$ cat src/rtl/nmt_remote_mem_req.sv
// Initiator for remote/shared memory accesses: one tagged request in flight, done pulse back to writeback.
// Accept->req_valid 1 cycle; handshake->done >= 2 cycles; issue_ready low from REQ through DONE.
module nmt_remote_mem_req #(
  parameter int ADDR_W  = 9,
  parameter int TAG_W   = 4,
  parameter int TIMEOUT = 255
) (
  input  logic              clk,
  input  logic              rst,
  input  logic              issue_valid,
  output logic              issue_ready,
  input  logic [31:0]       instr,
  input  logic [31:0]       addr,
  input  logic [31:0]       wdata,
  input  logic [1:0]        cmd_type,
  output logic              req_valid,
  input  logic              req_ready,
  output logic              req_we,
  output logic [ADDR_W-1:0] req_addr,
  output logic [31:0]       req_wdata,
  output logic [TAG_W-1:0]  req_tag,
  input  logic              rsp_valid,
  input  logic [TAG_W-1:0]  rsp_tag,
  input  logic [31:0]       rsp_rdata,
  output logic              done_valid,
  output logic [31:0]       done_alu,
  output logic [31:0]       done_ir,
  output logic [31:0]       done_lmd,
  output logic              timeout_err
);

  localparam logic [6:0] OP_LOAD  = 7'b0000011;
  localparam logic [6:0] OP_STORE = 7'b0100011;
  localparam int         CNT_W    = $clog2(TIMEOUT + 1);
  // The handshake cycle counts toward the budget, so the abort decision is taken
  // in the (TIMEOUT-1)th wait cycle and done lands TIMEOUT cycles after the handshake.
  localparam logic [CNT_W-1:0] TMO_LAST = CNT_W'(TIMEOUT - 2);

  typedef enum logic [1:0] {IDLE, REQ, WAIT_RSP, DONE} state_t;

  state_t           state;
  logic [TAG_W-1:0] tag_cnt;
  logic [CNT_W-1:0] tmo_cnt;
  logic [31:0]      cap_alu;
  logic [31:0]      cap_ir;

  logic is_mem_op;
  logic accept;
  logic is_store;
  logic rsp_hit;

  assign is_mem_op = (instr[6:0] == OP_LOAD) || (instr[6:0] == OP_STORE);
  assign is_store  = (instr[6:0] == OP_STORE);
  assign accept    = issue_valid && (cmd_type != 2'b00) && is_mem_op;
  assign rsp_hit   = rsp_valid && (rsp_tag == req_tag);

  always_ff @(posedge clk) begin
    if (rst) begin
      state       <= IDLE;
      issue_ready <= 1'b1;
      req_valid   <= 1'b0;
      req_we      <= 1'b0;
      req_addr    <= '0;
      req_wdata   <= '0;
      req_tag     <= '0;
      done_valid  <= 1'b0;
      done_alu    <= '0;
      done_ir     <= '0;
      done_lmd    <= '0;
      timeout_err <= 1'b0;
      tag_cnt     <= '0;
      tmo_cnt     <= '0;
      cap_alu     <= '0;
      cap_ir      <= '0;
    end else begin
      done_valid <= 1'b0;
      unique case (state)
        IDLE: begin
          // Local or non-memory issues are simply consumed while we stay ready.
          if (accept) begin
            cap_ir      <= instr;
            cap_alu     <= addr;
            req_we      <= is_store;
            req_addr    <= addr[ADDR_W-1:0];
            req_wdata   <= is_store ? wdata : 32'd0;
            req_tag     <= tag_cnt;
            req_valid   <= 1'b1;
            issue_ready <= 1'b0;
            state       <= REQ;
          end
        end
        REQ: begin
          if (req_ready) begin
            req_valid <= 1'b0;
            tag_cnt   <= tag_cnt + 1'b1;
            tmo_cnt   <= '0;
            state     <= WAIT_RSP;
          end
        end
        WAIT_RSP: begin
          if (rsp_hit) begin
            done_lmd    <= req_we ? 32'd0 : rsp_rdata;
            timeout_err <= 1'b0;
            done_alu    <= cap_alu;
            done_ir     <= cap_ir;
            done_valid  <= 1'b1;
            state       <= DONE;
          end else if (tmo_cnt == TMO_LAST) begin
            done_lmd    <= 32'd0;
            timeout_err <= 1'b1;
            done_alu    <= cap_alu;
            done_ir     <= cap_ir;
            done_valid  <= 1'b1;
            state       <= DONE;
          end else begin
            tmo_cnt <= tmo_cnt + 1'b1;
          end
        end
        DONE: begin
          issue_ready <= 1'b1;
          state       <= IDLE;
        end
        default: state <= IDLE;
      endcase
    end
  end

endmodule

$ cat config.mk
export PLATFORM = sky130hd
export DESIGN_NAME = nmt_remote_mem_req
export DESIGN_NICKNAME = d
export VERILOG_FILES = /design/src/rtl/nmt_remote_mem_req.sv
export SDC_FILE = /design/constraint.sdc
export NUM_CORES = 1
export LEC_CHECK = 0
export CAP_MARGIN = 40
export CORE_AREA = 2 2 121 123
export CTS_CLUSTER_DIAMETER = 60
export DETAILED_ROUTE_END_ITERATION = 12
export DIE_AREA = 0 0 123 125
export DONT_BUFFER_PORTS = 1
export GPL_ROUTABILITY_DRIVEN = 0
export PLACE_DENSITY_LB_ADDON = 0.1
export SLEW_MARGIN = 10
export SYNTH_ARGS = -nofsm -noshare
export SYNTH_HDL_FRONTEND = slang
export SYNTH_SLANG_ARGS = --single-unit
$ cat constraint.sdc
create_clock -name clk -period 2.52 [get_ports clk]
set_input_delay 0.252 -clock clk [delete_from_list [all_inputs] [get_ports clk]]
set_output_delay 0.252 -clock clk [all_outputs]
set_load 0.02 [all_outputs]
==> flow_metrics.tcl, run 1 <==
set metrics [dict create \
    vias 7017 \
    yosysMostFrequentCell "dfxtp_1" \
    ant_nets 0 \
    path_cells "ha_1 > nand4_1 > o22ai_4 > buf_12 > nand3_1 > a21oi_1 > dlygate4sd3_1" \
    io_buffers 0 \
    fillers 1106 \
    multi_input_area_um2 3540 \
    p_comb_share_pct 6.1 \
    cts_made_buffers 21 \
    synth_area_um2 8250 \
    power.leakage_nw 3.77 \
    yosysTopAreaCellShare_pct 52.2 \
    synth_common_cells "215 x dfxtp_1, 170 x a21oi_1, 164 x nand2_1" \
    grt_pass1_wl_um 34200 \
    fp.dieH_um 125 \
    worstPathMaxFanout 30 \
    placed_area_um2 8240 \
    status "finished clean" \
    finClkSkew_ns 0.00885 \
    cap_violations 0 \
    hold_viol_final 0 \
    wl_per_cell_um 18.3 \
    drt_iter0_drc 482 \
    dp.cells 1030 \
    crit_family "buffers and inverters" \
    crit_slowest_cell "dlygate4sd3_1" \
    rows 44 \
    post-route-util_pct 73.0 \
    dp_hpwl_um 12400 \
    rsz0062_at_grt "false" \
    clk_pin_slew_worst_paths_ns 0.06 \
    fp.dieW_um 123 \
    slowest_delay_ns 0.58 \
    slew_viol_final 0 \
    fin_area_um2 10400 \
    fin_cells 1210 \
    avgSynthCellArea_um2 8.91 \
    antenna_found_initial 0 \
    p_sw_share_pct 22.2 \
    synthesis.nets 1073 \
    seqCellArea_um2 4300 \
    drive_gt1_share_pct 12.0 \
    wl_um 22200 \
    synth_cells 926 \
    antenna_cells 0 \
    vias_per_cell 5.80 \
    postCtsResizedCells 0 \
    start_util_pct 58.1 \
    p_sw_mw 1.50 \
    design.core.area_um2 14200 \
    cts_tree "built" \
    min_path_type "in2reg" \
    synth-main-ff-cell "dfxtp_1" \
    first_global_vias 7000 \
    grt_max_degree 126 \
    crit_arrival_ns 2.79 \
    synth_edf_count 0 \
    track_usage_pct 27.0 \
    setup-violations-final 0 \
    async_flop_share_pct 0 \
    first_pass_iters 5 \
    fin_crit_sh_pct 93.9 \
    finalSetupTns_ns 0 \
    setup.worst_path.class "reg2reg" \
    clock-sinks 215 \
    p_int_mw 5.27 \
    dieArea_um2 15400 \
    start_kind "flip-flop" \
    h-tree-depth 1 \
    synthTopCellsByArea "dfxtp_1 52%, a21oi_1 10%, a21bo_2 7.8%" \
    finalPower_mw 6.77 \
    yosysWarnings 0 \
    clk_latency_ns 0.48 \
    power.density_nw_per_um2 653 \
    finalCriticalPeriod_ns 2.37 \
    yosysSeqAreaShare_pct 52.2 \
    share_seq_of_total_power_pct 50.7 \
    overflow 0 \
    synth-seq-cells 215 \
    critPathCaptureType "flip-flop" \
    finalNetCount 1160 \
    synth_largest_area_cell "dfxtp_1" \
    ctsRootBufferMaster "clkbuf_16" \
    ioPinCount 285 \
    clk_path_buf_depth 3 \
    slew_headroom_pct 64.6 \
    tightestPinTransition_ns 0.531 \
    cp_num_buf_inv 2 \
    fmax_mhz 422 \
    required_ns 2.94 \
    synth_cell_types 45 \
    layout-area-overhead-vs-synth_pct 25.7 \
    irDropWorstVdd_mv 0.519 \
    power_frac_clock_pct 43.2 \
    drc 0 \
]
## cell families after synthesis
| family | count (synthesis) | share of synthesized area [%] |
|---|---|---|
| buffers and inverters | 98 | 5.44 |
| AOI/OAI and AO/OA | 284 | 23.2 |
| DFF | 215 | 52.2 |
| xor gates and xnor gates | 6 | 0.637 |
| and+or+nand+nor | 312 | 17.0 |
| adders and majority gates | 8 | 1.21 |
| muxes | 3 | 0.379 |
## worst reg2reg max path, cell delays in order (launching register included)
cell and delay [ns]:
dfxtp_1 0.45, ha_1 0.20, nand4_1 0.22, o22ai_4 0.33
buf_12 0.22, nand3_1 0.11, a21oi_1 0.21, dlygate4sd3_1 0.58
## layout by cell type, fill, tap and decap left out, drive strengths merged, types with 3 or more instances in the layout
cell type,instances
dfxtp,215
a21oi,170
nand2,164
dlygate4sd3,139
nand3,107
a21bo,64
a22o,32
clkbuf,32
nor2,15
buf,13
ha,8
inv,7
o21ai,6
clkinv,6
or3,5
nor3b,5
xnor2,4
o32ai,3
nor3,3
## stage by stage
stage / setup slack [ns] / hold slack, ns
finish: 0.153 / 0.0146
global route: 0.00958 / 0.0202
CTS: 0.113 / 0.0110
detailed placement: 0.441 / 0.335
global placement: 0.612 / 0.333
floorplan: 0.769 / 0.378
## final timing paths
path | startpoint | to | slack, ns | cells past startpoint
hold reg to reg | cap_ir[20] | cap_ir[20] | 0.45 | 2
setup / recovery | tmo_cnt[0] | done_alu[14] | 0.15 | 7
hold / removal | req_ready | req_valid | 0.01 | 3
setup reg to reg | tmo_cnt[0] | done_alu[14] | 0.15 | 7
## per-layer routing
metal  GRT usage, %  up-vias  part of all wire [%]
met1           30.6     3340                    38
li1               -     3369                     -
met4           7.62        0                   2.7
met5              0        -                     0
met3           7.53       49                   8.2
met2           48.8      259                    51
## final cells by class
class / instances / share of cell area (%)
multi-input cells: 613 / 34.1
clock buffers: 30 / 5.87
inverters: 8 / 0.289
repair buffers: 154 / 15.6
clock inverters: 6 / 0.350
flip-flops and latches: 215 / 41.5
well taps: 184 / 2.22
## timing repair
action                     4_1_cts  5_1_grt
hold endpoints to repair       215        0
setup buffers                    0        2
setup endpoints to repair        0        9
hold buffers                   140        0
## state kept, by name, indices dropped and copies added (netlist names), 4 cells and up
name / count
cap_ir: 32
tmo_cnt: 8
req_tag: 4
cap_alu: 24
done_lmd: 32
done_ir: 32
req_wdata: 32
done_alu: 32
tag_cnt: 4
req_addr: 8
## power by group through the flow
stage	Clock [mW]	Combinational, mW	Sequential [mW]
global placement	0	0.243	3.51
global route	3.13	0.442	3.43
floorplan	0	0.243	3.50
finish	2.93	0.410	3.43
detailed placement	0	0.257	3.51
CTS	2.97	0.399	3.43
No activity file was read; power rests on OpenSTA's default activity.
==> inputs of run 2 (changes only) <==
--- a/config.mk
+++ b/config.mk
@@ -7,11 +7,11 @@
 export LEC_CHECK = 0
 export CAP_MARGIN = 40
 export CORE_AREA = 2 2 121 123
+export CTS_BUF_LIST = sky130_fd_sc_hd__clkbuf_4 sky130_fd_sc_hd__clkbuf_8
 export CTS_CLUSTER_DIAMETER = 60
 export DETAILED_ROUTE_END_ITERATION = 12
 export DIE_AREA = 0 0 123 125
 export DONT_BUFFER_PORTS = 1
-export GPL_ROUTABILITY_DRIVEN = 0
 export PLACE_DENSITY_LB_ADDON = 0.1
 export SLEW_MARGIN = 10
 export SYNTH_ARGS = -nofsm -noshare
==> run 2 against run 1 <==
Effect of this change: clock skew up 0.0048 ns; hold slack improved by 0.040 ns; register-to-register slack worse by 0.03 ns; sequential power barely moved; largest cell class unchanged; clock-buffer cell count up 27; sequential cell count did not move; routed wire length grew 3.8%; final cell count up 2.3%; combinational power is 5.6% higher; fmax fell by 1.2%.
==> flow_metrics.tcl, run 2 (synthesis gave the netlist of run 1 again) <==
set metrics [dict create \
    first_pass_iters 5 \
    ant_nets 0 \
    placed_area_um2 8240 \
    slew_viol_final 0 \
    dp_hpwl_um 12400 \
    io_buffers 0 \
    wl_um 23000 \
    finalNetCount 1178 \
    reg2reg_slack_ns 0.12 \
    hold_ws_ns 0.0541 \
    met1_length_um 8720 \
    track_usage_pct 28.1 \
    finalSetupTns_ns 0 \
    rsz0062_at_grt "false" \
    finalCriticalPeriod_ns 2.40 \
    design.core.area_um2 14200 \
    slowest_delay_ns 0.57 \
    clk_latency_ns 0.50 \
    whs_path_depth 3 \
    final_common_cell "dfxtp_1" \
    rows 44 \
    crit_arrival_ns 2.84 \
    clk_path_buf_depth 3 \
    wl_met2_um 11500 \
    hold_viol_final 0 \
    path_cells "inv_1 > ha_1 > nand2_8 > buf_16 > nand2_1 > a21oi_1 > dlygate4sd3_1" \
    vias_per_cell 5.84 \
    start_util_pct 58.1 \
    cts_tree "built" \
    crit_family "buffers and inverters" \
    status "finished clean" \
    clock-sinks 215 \
    antenna_found_initial 0 \
    fmax_mhz 417 \
    cap_violations 0 \
    grt_pass1_wl_um 35300 \
    post-route-util_pct 74.2 \
    fp.dieW_um 123 \
    setup.worst_path.class "reg2reg" \
    fp.dieH_um 125 \
    power.density_nw_per_um2 667 \
    wl_met3_um 1930 \
    finClkSkew_ns 0.0137 \
    cts_made_buffers 35 \
    antenna_cells 0 \
    drive_gt1_share_pct 14.9 \
    required_ns 2.97 \
    vias 7232 \
    critPathCaptureType "flip-flop" \
    fin_area_um2 10500 \
    drt_iter0_drc 384 \
    power.leakage_nw 3.87 \
    h-tree-depth 2 \
    tightestPinTransition_ns 0.559 \
    overflow 0 \
    slew_headroom_pct 62.7 \
    clk_pin_slew_worst_paths_ns 0.07 \
    layout-area-overhead-vs-synth_pct 27.6 \
    fillers 1068 \
    grt_max_degree 129 \
    drc 0 \
    top_layer "met4" \
    min_path_type "in2reg" \
    first_global_vias 7245 \
    r2r_end "cap_alu[8]" \
    dieArea_um2 15400 \
    crit_slowest_cell "dlygate4sd3_1" \
    ioPinCount 285 \
    final_cell_mix "213 x dfxtp_1, 169 x a21oi_1, 163 x nand2_1" \
    finalWeightedCongestion 0.790 \
    fin_crit_sh_pct 95.1 \
    cp_num_buf_inv 3 \
    min_to "tag_cnt[1]" \
    irDropWorstVdd_mv 0.482 \
    start_kind "flip-flop" \
    worstPathMaxFanout 72 \
    r2r-start "state[0]" \
    wl_per_cell_um 18.6 \
    ctsRootBufferMaster "clkbuf_8" \
    setup-violations-final 0 \
    hp-start "req_ready" \
    reg2reg_depth 7 \
]
==> run 2: stage by stage <==
stage          power, mW  std cells  setup WS, ns
2_1_floorplan       3.75        926         0.769
4_1_cts             7.04       1231        0.0460
3_3_place_gp        3.75       1030         0.612
6_report            7.03       1238         0.123
3_5_place_dp        3.77       1030         0.441
5_1_grt             7.27       1238        0.0176
==> run 2: worst min-delay path, cell delays in order <==
cell and delay, ns:
nand2_1 0.10, nand2_1 0.09, a21oi_1 0.06
==> run 2: worst max path at each step <==
stage,from,end,slack [ns],depth (start not counted)
global placement,state[1],tmo_cnt[3],0.61,7
detailed placement,state[0],tmo_cnt[5],0.44,7
global route,state[0],cap_alu[8],0.02,7
floorplan,state[1],tmo_cnt[3],0.77,7
finish,state[0],cap_alu[8],0.12,7
CTS,state[0],tmo_cnt[0],0.05,8
==> run 2: metal layers <==
| metal | vias up | global-route usage, % |
|---|---|---|
| met5 | - | 0 |
| met4 | 0 | 12.7 |
| met3 | 74 | 8.85 |
| met2 | 289 | 49.0 |
| met1 | 3458 | 30.8 |
| li1 | 3411 | - |
==> run 2: timing repair <==
| item | 4_1_cts | 5_1_grt |
|---|---|---|
| gates resized for setup | 0 | 5 |
| buffers inserted | 0 | 5 |
| endpoints found under the setup margin | 0 | 13 |
| hold buffers | 141 | 0 |
| endpoints found under the hold margin | 215 | 0 |
==> run 2: cell type report <==
| cell class | count | area, µm² | share of cell area, % |
|---|---|---|---|
| clock buffers | 57 | 734 | 6.97 |
| clock inverters | 3 | 15.0 | 0.143 |
| inverters | 8 | 33.8 | 0.321 |
| multi-input cells | 613 | 3550 | 33.7 |
| flip-flops and latches | 215 | 4310 | 40.9 |
| well taps | 184 | 230 | 2.19 |
| repair buffers | 158 | 1660 | 15.8 |
==> run 2: power by group <==
group | internal (mW) | total [mW] | switching, mW | leakage (nW)
registers | 3.42 | 3.44 | 0.0201 | 1.73
clock network | 1.84 | 3.16 | 1.32 | 0.401
logic | 0.188 | 0.433 | 0.245 | 1.74
==> inputs of run 3 (changes only) <==
--- a/config.mk
+++ b/config.mk
@@ -6,11 +6,13 @@
 export NUM_CORES = 1
 export LEC_CHECK = 0
 export CAP_MARGIN = 40
-export CORE_AREA = 2 2 121 123
+export CELL_PAD_IN_SITES_DETAIL_PLACEMENT = 0
+export CELL_PAD_IN_SITES_GLOBAL_PLACEMENT = 1
+export CORE_AREA = 2 2 135 137
 export CTS_BUF_LIST = sky130_fd_sc_hd__clkbuf_4 sky130_fd_sc_hd__clkbuf_8
 export CTS_CLUSTER_DIAMETER = 60
 export DETAILED_ROUTE_END_ITERATION = 12
-export DIE_AREA = 0 0 123 125
+export DIE_AREA = 0 0 137 139
 export DONT_BUFFER_PORTS = 1
 export PLACE_DENSITY_LB_ADDON = 0.1
 export SLEW_MARGIN = 10
==> run 3 against run 2 <==
Effect of this change: first-iteration DRC count decreased by 11%; largest cell class unchanged; clock power rose by 15%; via count shrank 2.6%; die area increased by 24%; clock-buffer cell count increased by 8.
==> flow_metrics.tcl, run 3 (synthesis gave the netlist of run 1 again) <==
set metrics [dict create \
    status "finished clean" \
    finalCriticalPeriod_ns 2.40 \
    io_buffers 0 \
    setup-violations-final 0 \
    placed_area_um2 8280 \
    critPathCaptureType "flip-flop" \
    fp.dieH_um 139 \
    busiest_layer "met2" \
    slew_viol_final 0 \
    r2r-start "req_tag[2]" \
    slew_headroom_pct 55.2 \
    cts_setup_buffers 0 \
    met2_usage_pct 36.2 \
    reg2reg_depth 7 \
    setup.worst_path.class "reg2reg" \
    fin_area_um2 10500 \
    whs_path_depth 3 \
    required_ns 2.91 \
    drive_gt1_share_pct 15.2 \
    min_to "tag_cnt[1]" \
    finalWeightedCongestion 0.776 \
    tightestPinTransition_ns 0.672 \
    overflow 0 \
    drc 0 \
    start_util_pct 46.7 \
    r2r_end "done_ir[0]" \
    cts_made_buffers 38 \
    clk_latency_ns 0.51 \
    worstPathMaxFanout 61 \
    antenna_cells 0 \
    clock-sinks 215 \
    first_global_vias 6833 \
    finalSetupTns_ns 0 \
    crit_arrival_ns 2.80 \
    grt_pass1_wl_um 34200 \
    cts_tree "built" \
    crit_family "buffers and inverters" \
    dieArea_um2 19000 \
    hold_viol_final 0 \
    fp.dieW_um 137 \
    finClkSkew_ns 0.0175 \
    first_pass_iters 6 \
    vias 7046 \
    rsz0062_at_grt "false" \
    fin_crit_sh_pct 95.4 \
    layout-area-overhead-vs-synth_pct 27.5 \
    finalNetCount 1167 \
    clk_path_buf_depth 3 \
    clk_pin_slew_worst_paths_ns 0.06 \
    power.leakage_nw 3.86 \
    irDropWorstVdd_mv 0.626 \
    path_cells "xnor2_1 > nand3_2 > o22ai_4 > buf_12 > a21bo_2 > a21oi_1 > dlygate4sd3_1" \
    ioPinCount 285 \
    grtUsageMet1_pct 26.3 \
    ant_nets 0 \
    grt_max_degree 131 \
    final_common_cell "dfxtp_1" \
    antenna_found_initial 0 \
    reg2reg_slack_ns 0.12 \
    rows 49 \
    slowest_delay_ns 0.56 \
    drt_iter0_drc 342 \
    final_cell_mix "215 x dfxtp_1, 169 x a21oi_1, 163 x nand2_1" \
    fmax_mhz 416 \
    hp-start "req_ready" \
    power.density_nw_per_um2 708 \
    wl_per_cell_um 17.3 \
    cp_num_buf_inv 2 \
    design.core.area_um2 17700 \
    min_path_type "in2reg" \
    ctsRootBufferMaster "clkbuf_8" \
    track_usage_pct 21.9 \
    vias_per_cell 5.51 \
    wl_um 22100 \
    start_kind "flip-flop" \
    finalPower_mw 7.45 \
    crit_slowest_cell "dlygate4sd3_1" \
    cap_violations 0 \
    h-tree-depth 2 \
    dp_hpwl_um 13000 \
    use_met3_pct 7.86 \
]
-- run 3: worst max path at each step --
stage          startpoint     endpoint  slack (ns)  depth (start not counted)
4_1_cts          state[0]  cap_alu[10]        0.08                          7
2_1_floorplan    state[1]   tmo_cnt[3]        0.77                          7
3_5_place_dp     state[0]   tmo_cnt[4]        0.34                          7
6_report       req_tag[2]   done_ir[0]        0.12                          7
5_1_grt        req_tag[2]  done_alu[3]       0.005                          7
3_3_place_gp     state[0]   tmo_cnt[3]        0.48                          7
-- run 3: tightest hold or removal path, delay by kind of cell --
family | cells | cell delay [ns]
AO/OA/AOI/OAI | 1 | 0.05
AND/OR/NAND/NOR | 2 | 0.18
-- run 3: repair_timing --
| item | in CTS | in global routing |
|---|---|---|
| gates resized for setup | 0 | 1 |
| hold endpoints to repair | 215 | 0 |
| hold buffers | 131 | 0 |
| endpoints found under the setup margin | 0 | 19 |
-- run 3: final cells by class --
cell class | count | area, µm²
repair buffers | 143 | 1450
inverters | 8 | 30.0
well taps | 229 | 287
clock inverters | 5 | 50.0
multi-input cells | 614 | 3550
clock buffers | 65 | 851
fillers | 1598 | 7140
flip-flops and latches | 215 | 4300
-- run 3: through the flow --
step | utilization, % | setup slack [ns] | instances | hold WS (ns)
2_1_floorplan | - | 0.769 | 926 | 0.378
3_3_place_gp | 46.9 | 0.483 | 1077 | 0.332
5_1_grt | 59.6 | 0.00488 | 1279 | 0.0473
4_1_cts | 59.5 | 0.0766 | 1278 | 0.00804
6_report | 59.6 | 0.117 | 1279 | 0.0370
3_5_place_dp | 46.9 | 0.340 | 1077 | 0.332
-- run 3: routing by layer --
metal / part of all wire [%] / routed length, µm
met4: 2.2 / 475
met1: 40 / 8870
met3: 9.2 / 2030
met5: 0 / 0
met2: 49 / 10700
-- run 3: report_power, final --
group | internal, mW | total [mW] | switching [mW]
logic | 0.164 | 0.399 | 0.235
clock network | 2.23 | 3.62 | 1.39
registers | 3.42 | 3.44 | 0.0184
total | 5.81 | 7.45 | 1.65
